**src/rtl/dmem_burst_master_if.sv**
```systemverilog
// Request, store-data, load-data and memory-side signals of the data-memory burst master.
// The master modport is the burst master's view; slave is the core/memory environment's view.
interface dmem_burst_master_if #(
    parameter int ADDR_W = 16,
    parameter int DATA_W = 16,
    parameter int LEN_W  = 4
);
    logic              req_valid;
    logic              req_ready;
    logic              req_write;
    logic [ADDR_W-1:0] req_addr;
    logic [LEN_W-1:0]  req_len;

    logic              wr_valid;
    logic              wr_ready;
    logic [DATA_W-1:0] wr_data;

    logic              rd_valid;
    logic              rd_ready;
    logic [DATA_W-1:0] rd_data;

    logic              busy;
    logic              done;

    logic [ADDR_W-1:0] mem_access_addr;
    logic [DATA_W-1:0] mem_write_data;
    logic              mem_write_en;
    logic              mem_read;
    logic [DATA_W-1:0] mem_read_data;

    modport master (
        input  req_valid, req_write, req_addr, req_len,
        input  wr_valid, wr_data,
        input  rd_ready,
        input  mem_read_data,
        output req_ready, wr_ready, rd_valid, rd_data, busy, done,
        output mem_access_addr, mem_write_data, mem_write_en, mem_read
    );

    modport slave (
        output req_valid, req_write, req_addr, req_len,
        output wr_valid, wr_data,
        output rd_ready,
        output mem_read_data,
        input  req_ready, wr_ready, rd_valid, rd_data, busy, done,
        input  mem_access_addr, mem_write_data, mem_write_en, mem_read
    );
endinterface

```
**src/rtl/dmem_burst_master.sv**
```systemverilog
// Burst master: store beats strobe memory in the cycle they arrive; load beats appear on rd_data
// one cycle after issue (2 cycles after accept), and a held rd_data blocks further reads.
module dmem_burst_master #(
    parameter int ADDR_W  = 16,
    parameter int DATA_W  = 16,
    parameter int LEN_W   = 4,
    parameter int MAX_LEN = 8
) (
    input  logic                clk,
    input  logic                rst_n,
    dmem_burst_master_if.master bus
);
    typedef enum logic [1:0] {IDLE, WRITE, READ, DONE} state_t;

    localparam logic [LEN_W-1:0] MAX_LEN_L = LEN_W'(MAX_LEN);

    state_t            state;
    logic [ADDR_W-1:0] addr_q;
    logic [LEN_W-1:0]  cnt;
    logic [LEN_W-1:0]  len_q;
    logic [DATA_W-1:0] rd_data_q;
    logic              rd_valid_q;
    logic              done_q;
    logic              busy_q;

    logic [LEN_W-1:0]  eff_len;
    logic              wr_fire;
    logic              rd_issue;
    logic              rd_pop;

    // Strobes are gated by rst_n so a reset cycle never touches memory or consumes a store beat.
    always_comb begin
        eff_len  = (bus.req_len > MAX_LEN_L) ? MAX_LEN_L : bus.req_len;
        wr_fire  = rst_n && (state == WRITE) && bus.wr_valid;
        rd_issue = rst_n && (state == READ) && (cnt != len_q) && (!rd_valid_q || bus.rd_ready);
        rd_pop   = rd_valid_q && bus.rd_ready;
    end

    assign bus.req_ready       = rst_n && (state == IDLE);
    assign bus.wr_ready        = rst_n && (state == WRITE);
    assign bus.mem_write_en    = wr_fire;
    assign bus.mem_write_data  = wr_fire ? bus.wr_data : '0;
    assign bus.mem_read        = rd_issue;
    assign bus.mem_access_addr = addr_q;
    assign bus.rd_valid        = rd_valid_q;
    assign bus.rd_data         = rd_data_q;
    assign bus.busy            = busy_q;
    assign bus.done            = done_q;

    always_ff @(posedge clk) begin
        if (!rst_n) begin
            state      <= IDLE;
            addr_q     <= '0;
            cnt        <= '0;
            len_q      <= '0;
            rd_data_q  <= '0;
            rd_valid_q <= 1'b0;
            done_q     <= 1'b0;
            busy_q     <= 1'b0;
        end else begin
            done_q <= 1'b0;
            case (state)
                IDLE: begin
                    if (bus.req_valid) begin
                        addr_q <= bus.req_addr;
                        cnt    <= '0;
                        len_q  <= eff_len;
                        busy_q <= 1'b1;
                        if (eff_len == '0) begin
                            state  <= DONE;
                            done_q <= 1'b1;
                        end else begin
                            state <= bus.req_write ? WRITE : READ;
                        end
                    end
                end
                WRITE: begin
                    if (wr_fire) begin
                        addr_q <= addr_q + ADDR_W'(1);
                        cnt    <= cnt + LEN_W'(1);
                        if ((cnt + LEN_W'(1)) == len_q) begin
                            state  <= DONE;
                            done_q <= 1'b1;
                        end
                    end
                end
                READ: begin
                    // Issuing while popping keeps rd_valid high, giving one beat per cycle.
                    if (rd_issue) begin
                        rd_data_q  <= bus.mem_read_data;
                        rd_valid_q <= 1'b1;
                        addr_q     <= addr_q + ADDR_W'(1);
                        cnt        <= cnt + LEN_W'(1);
                    end else if (rd_pop) begin
                        rd_valid_q <= 1'b0;
                        if (cnt == len_q) begin
                            state  <= DONE;
                            done_q <= 1'b1;
                        end
                    end
                end
                DONE: begin
                    state  <= IDLE;
                    busy_q <= 1'b0;
                end
                default: state <= IDLE;
            endcase
        end
    end
endmodule
```
**src/flat_wrapper.sv**
```systemverilog
// flat-port wrapper written by rule: the top's interface ports become plain ports
module dmem_burst_master_flat 
#(
    parameter int ADDR_W  = 16,
    parameter int DATA_W  = 16,
    parameter int LEN_W   = 4,
    parameter int MAX_LEN = 8
)
  (clk, rst_n, bus_req_valid, bus_req_write, bus_req_addr, bus_req_len, bus_wr_valid, bus_wr_data, bus_rd_ready, bus_mem_read_data, bus_req_ready, bus_wr_ready, bus_rd_valid, bus_rd_data, bus_busy, bus_done, bus_mem_access_addr, bus_mem_write_data, bus_mem_write_en, bus_mem_read);
  dmem_burst_master_if #(.ADDR_W(ADDR_W), .DATA_W(DATA_W), .LEN_W(LEN_W)) bus_i ();
  input  logic clk;
  input  logic rst_n;
  input wire logic [$bits(bus_i.req_valid)-1:0] bus_req_valid;
  input wire logic [$bits(bus_i.req_write)-1:0] bus_req_write;
  input wire logic [$bits(bus_i.req_addr)-1:0] bus_req_addr;
  input wire logic [$bits(bus_i.req_len)-1:0] bus_req_len;
  input wire logic [$bits(bus_i.wr_valid)-1:0] bus_wr_valid;
  input wire logic [$bits(bus_i.wr_data)-1:0] bus_wr_data;
  input wire logic [$bits(bus_i.rd_ready)-1:0] bus_rd_ready;
  input wire logic [$bits(bus_i.mem_read_data)-1:0] bus_mem_read_data;
  output wire logic [$bits(bus_i.req_ready)-1:0] bus_req_ready;
  output wire logic [$bits(bus_i.wr_ready)-1:0] bus_wr_ready;
  output wire logic [$bits(bus_i.rd_valid)-1:0] bus_rd_valid;
  output wire logic [$bits(bus_i.rd_data)-1:0] bus_rd_data;
  output wire logic [$bits(bus_i.busy)-1:0] bus_busy;
  output wire logic [$bits(bus_i.done)-1:0] bus_done;
  output wire logic [$bits(bus_i.mem_access_addr)-1:0] bus_mem_access_addr;
  output wire logic [$bits(bus_i.mem_write_data)-1:0] bus_mem_write_data;
  output wire logic [$bits(bus_i.mem_write_en)-1:0] bus_mem_write_en;
  output wire logic [$bits(bus_i.mem_read)-1:0] bus_mem_read;
  assign bus_i.req_valid = bus_req_valid;
  assign bus_i.req_write = bus_req_write;
  assign bus_i.req_addr = bus_req_addr;
  assign bus_i.req_len = bus_req_len;
  assign bus_i.wr_valid = bus_wr_valid;
  assign bus_i.wr_data = bus_wr_data;
  assign bus_i.rd_ready = bus_rd_ready;
  assign bus_i.mem_read_data = bus_mem_read_data;
  assign bus_req_ready = bus_i.req_ready;
  assign bus_wr_ready = bus_i.wr_ready;
  assign bus_rd_valid = bus_i.rd_valid;
  assign bus_rd_data = bus_i.rd_data;
  assign bus_busy = bus_i.busy;
  assign bus_done = bus_i.done;
  assign bus_mem_access_addr = bus_i.mem_access_addr;
  assign bus_mem_write_data = bus_i.mem_write_data;
  assign bus_mem_write_en = bus_i.mem_write_en;
  assign bus_mem_read = bus_i.mem_read;
  dmem_burst_master #(.ADDR_W(ADDR_W), .DATA_W(DATA_W), .LEN_W(LEN_W), .MAX_LEN(MAX_LEN)) u_core (.clk(clk), .rst_n(rst_n), .bus(bus_i));
endmodule
```
**config.mk**
```make
export PLATFORM = sky130hd
export DESIGN_NAME = dmem_burst_master_flat
export DESIGN_NICKNAME = d
export VERILOG_FILES = /design/src/rtl/dmem_burst_master_if.sv /design/src/rtl/dmem_burst_master.sv /design/src/flat_wrapper.sv
export SDC_FILE = /design/constraint.sdc
export NUM_CORES = 1
export LEC_CHECK = 0
export CAP_MARGIN = 20
export CELL_PAD_IN_SITES_DETAIL_PLACEMENT = 0
export CELL_PAD_IN_SITES_GLOBAL_PLACEMENT = 1
export CORE_ASPECT_RATIO = 0.5
export CORE_MARGIN = 2
export CORE_UTILIZATION = 49
export CTS_BUF_LIST = sky130_fd_sc_hd__clkbuf_4
export CTS_CLUSTER_SIZE = 16
export DETAILED_ROUTE_END_ITERATION = 7
export DONT_BUFFER_PORTS = 1
export GPL_ROUTABILITY_DRIVEN = 0
export GPL_TIMING_DRIVEN = 0
export PLACE_DENSITY = 0.95
export SLEW_MARGIN = 20
export SYNTH_ARGS = -nofsm -noshare
export SYNTH_HDL_FRONTEND = slang
export SYNTH_SLANG_ARGS = --single-unit
```
**constraint.sdc**
```tcl
create_clock -name clk -period 3.9 [get_ports clk]
set_clock_uncertainty 0.05 [all_clocks]
set_input_delay 0.39 -clock clk [delete_from_list [all_inputs] [get_ports clk]]
set_output_delay 0.39 -clock clk [all_outputs]
set_load 0.05 [all_outputs]
```
; Yosys cells after proc, flatten, opt, wreduce, memory -nomap -nowiden
; Cells that the tools add are included.
[totals]
reg_bits = 45
output_inout_bits = 55
elab_cells = 75
[op_classes]
add_sub_neg = 2
order_cmp = 1
n_eq_ne = 13
muxes = 31
n_reduce_logical = 20
[op_table]
columns = op, count
row1 = 16-bit two-way mux, 4
row2 = 16-bit case mux with 3 select lines, 1
row3 = "16-bit by 1-bit adder with 16-bit output, second input constant", 1
row4 = 2-bit two-way mux, 8
row5 = 4-bit two-way mux, 4
row6 = 4-bit case mux with 3 select lines, 1
row7 = 1-bit two-way mux, 10
row8 = "2-bit inequality test, second input constant", 5
row9 = 4-bit equality test, 2
row10 = 2-bit case mux with 4 select lines, 1
row11 = 2-bit AND reduction, 4
row12 = 1-bit logical AND, 7
row13 = 6-bit AND reduction, 1
row14 = "4-bit by 1-bit adder with 4-bit output, second input constant", 1
row15 = "2-bit equality test, second input constant", 2
row16 = "4-bit > comparator, second input constant", 1
row17 = 4-bit zero test, 1
row18 = "2-bit by 1-bit inequality test with 1-bit output, second input constant", 2
row19 = 4-bit inequality test, 1
row20 = 4-bit AND reduction, 1
row21 = 2-bit nonzero test, 2
row22 = 1-bit case mux with 3 select lines, 1
row23 = 3-bit nonzero test, 1
row24 = "2-bit by 1-bit equality test with 1-bit output, second input constant", 1
row25 = other kinds (4), 4

; Logic depth before layout (Yosys ltp)
[logic_depth]
word_depth = 6
mapped_depth = 8

; Worst setup path after synthesis
; No wires, ideal clock.
[synth_timing]
path_kind = input -> output
startpoint = input port rst_n
endpoint = output port bus_mem_write_data[10]
arrival_time_ns = 2.108
required_ns = 3.460
path_slack_ns = 1.352
cell_stages = 5
path_buffers = 3
cell_sequence = clkbuf_1 -> and3_1 -> clkbuf_1 -> clkbuf_1 -> and2_1
[synth_between]
elab_chain_len = 3
[synth_lines]
columns = element, line
row1 = "start, declared", flat_wrapper.sv:12  ; input logic rst_n;
row2 = 1-bit logical AND (2 in series), dmem_burst_master.sv:34  ; wr_fire = rst_n && (state == WRITE) && bus.wr_valid;
row3 = named net bus_mem_write_en, flat_wrapper.sv:29  ; output wire logic [$bits(bus_i.mem_write_en)-1:0] bus_mem_write_en;
row4 = 16-bit two-way mux, dmem_burst_master.sv:42  ; assign bus.mem_write_data = wr_fire ? bus.wr_data : '0;
row5 = "end, declared", flat_wrapper.sv:28  ; output wire logic [$bits(bus_i.mem_write_data)-1:0] bus_mem_write_data;
; The timed path passes the listed nets, and every way through them passes these cells.

; Worst setup path in the final report
[layout_timing]
startpoint = register u_core.state[1]
endpoint = output port bus_mem_write_data[9]
[layout_between]
elab_chain_len = 4
[layout_lines]
columns = element, line
row1 = "start, declared", dmem_burst_master.sv:17  ; state_t state;
row2 = "start signal, assigned", dmem_burst_master.sv:73  ; state <= bus.req_write ? WRITE : READ;
row3 = 2-bit by 1-bit equality test with 1-bit output, dmem_burst_master.sv:34
row4 = 1-bit logical AND (2 in series), dmem_burst_master.sv:34
row5 = named net bus_mem_write_en, flat_wrapper.sv:29
row6 = 16-bit two-way mux, dmem_burst_master.sv:42
; The timed path passes the listed nets, and every way through them passes these cells.

==> impl_metrics.tcl <==
set metrics [dict create \
    outcome "finished, final reports clean" \
    endpoint_kind "output pin" \
    synth_area_leaders "dfxtp_1, a21oi_1, nand3_1" \
    cellPowerDensity_mw_per_mm2 761.9 \
    start_kind "flip-flop" \
    cts_root_buf "clkbuf_4" \
    avgSynthCellArea_sq_um 7.979 \
    synth.cell_area_sq_mm 0.002497 \
    critPathMostFrequentCell "clkbuf_1" \
    cts_resized 0 \
    cts_max_level 2 \
    cp.arrival_ns 2.72 \
    ios 113 \
    ctsHoldBuffers 0 \
    preCtsSetupSlack_ns 1.024 \
    p_leak_nw 0.9865 \
    dieWidth_um 105.0 \
    wl_per_cell_um 16.44 \
    crit_slowest_cell "clkbuf_1" \
    async_reset_ff_frac 0 \
    final_common_cell "dfxtp_1" \
    slew_headroom 0.4556 \
    finalSetupViolCount 0 \
    synth_ff_type "dfxtp_1" \
    place_hpwl_um 4830 \
    fmax_mhz 316.5 \
    design.die.area_sq_mm 0.005718 \
    start_util 0.5087 \
    period_minus_slack_ns 3.159 \
    grt_pass1_vias 2085 \
    nFillCells 487 \
    die_y_um 54.48 \
    drt-total-wl_um 6429 \
    finalPower_mw 2.008 \
    antenna_left 0 \
    path_max_fanout 10 \
    postLayoutSetupSlackWorst_ns 0.7406 \
    place_area_sq_mm 0.002585 \
    crit_type "flip-flop to output pin" \
    regArea_sq_um 900.9 \
    synth_top_area_frac 0.3607 \
    clk_pin_slew_ns 0.13 \
    dr.pass1.iters 4 \
    synth_edf_count 0 \
    drv_cap 0 \
    drive_gt1_frac 0.08100 \
    hold_path.class "input port to flip-flop" \
    synth_nets 377 \
    grtUsageTotal 0.2249 \
    synth.largest_area_cell "dfxtp_1" \
    yosys_warnings 0 \
    ir_drop_uv 273.9 \
    postCtsSetupBuffers 0 \
    drc 0 \
    place_inst 383 \
    fin_area_sq_mm 0.002635 \
    utilization 0.5367 \
    vias_per_cell 5.913 \
    tritoncts "yes" \
    grt_overflow_total 0 \
    synth.distinct_cells 50 \
    finalCritPeriodShare 0.8101 \
    insertion_delay_ns 0.37 \
    cts_num_sinks 45 \
    drt_iter0_drc 69 \
    required_ns 3.46 \
    multi_input_area_sq_mm 0.001393 \
    n_antenna_cell 0 \
    numPortBuffers 0 \
    coreArea_sq_mm 0.004910 \
    vias 2312 \
    grt_max_degree 14 \
    rsz0062_at_grt "no" \
    worst_pin_slew_ns 0.8165 \
    hold_viol 0 \
    area_growth_pct 5.511 \
    crit_path_max_incr_delay_ns 0.66 \
    synth-seq-cells 45 \
    row_count 18 \
    cts_made_buffers 5 \
    path_cells "inv_1, ha_1, and3_1, clkbuf_1, clkbuf_1, and2_1" \
    grt_pass1_wl_um 10020 \
    yosysSeqAreaShare 0.3607 \
    finalSetupTns_ns 0 \
    syn_inst 313 \
    report.final.slew_viol_count 0 \
    nets 384 \
    cts_buffer_depth 2 \
    final_cell_mix "dfxtp_1, a21oi_1, nand2_1, nand3_1" \
    holdWs_ns 0.1092 \
    antenna_found_initial 0 \
    fin_cells 391 \
]
## sequential cells by signal (all words and copies together) (netlist names)
signal and flops:
u_core.bus.mem_access_addr 16, u_core.bus.rd_data 16, u_core.bus.busy 1, u_core.state 2
u_core.bus.done 1, u_core.len_q 4, u_core.cnt 4, u_core.bus.rd_valid 1
## synth_stat cells, drive strengths merged (2+ instances only)
| cell type | instances |
|---|---|
| a211oi | 4 |
| a21oi | 30 |
| a31o | 2 |
| a32o | 2 |
| a41oi | 2 |
| and2 | 18 |
| and3 | 3 |
| buf | 8 |
| clkbuf | 13 |
| dfxtp | 45 |
| ha | 6 |
| inv | 23 |
| nand2 | 28 |
| nand2b | 2 |
| nand3 | 26 |
| nand4 | 4 |
| nor2 | 16 |
| nor2b | 3 |
| nor3 | 8 |
| nor3b | 3 |
| o21ai | 24 |
| o221a | 3 |
| o22ai | 4 |
| o31ai | 4 |
| o32ai | 7 |
| or3 | 2 |
| xnor2 | 4 |
| xor2 | 3 |
## power by group
group	internal (mW)	switching (mW)
registers	0.566	0.455
logic	0.286	0.478
clock network	0.0656	0.157
## worst max-delay path: cells and delay by family, from the launching register on
| family | cells | cell delay [ns] |
|---|---|---|
| flip-flops | 1 | 0.36 |
| buffers and inverters | 3 | 1.02 |
| adder cells (fa/ha/maj) | 1 | 0.25 |
| AND/OR/NAND/NOR | 2 | 0.73 |
## worst paths after layout
path	from	end	slack, ns	cells past startpoint
setup / recovery	u_core.state[1]	bus_mem_write_data[9]	0.74	6
hold / removal	bus_mem_read_data[10]	u_core.bus.rd_data[10]	0.11	2
setup reg to reg	u_core.bus.mem_access_addr[0]	u_core.bus.mem_access_addr[14]	1.49	5
hold reg to reg	u_core.len_q[3]	u_core.len_q[3]	0.45	2
## area by class of cell
class,instances,area share
clock inverters,3,0.004748
well taps,70,0.03324
plain buffers,21,0.04321
clock buffers,5,0.01424
flip-flops and latches,45,0.3419
multi-input cells,223,0.5285
inverters,24,0.03419
## kinds of logic (layout without fill, tap and decap cells)
family / after synthesis / in the layout / synth area share
AOI/OAI and AO/OA: 89 / 89 / 0.2510
xor gates and xnor gates: 7 / 7 / 0.02455
adders and majority gates: 6 / 6 / 0.03006
buffers and inverters: 45 / 53 / 0.08166
DFF: 45 / 45 / 0.3607
muxes: 1 / 1 / 0.004008
and+or+nand+nor: 120 / 120 / 0.2480
## metal layers
layer  GRT usage  wire length [um]
met5           0                 0
met4     0.07111                60
met3     0.07024               434
met2      0.3929              3025
met1      0.2747              2909
Note: power is estimated with default switching activity, not from simulation.
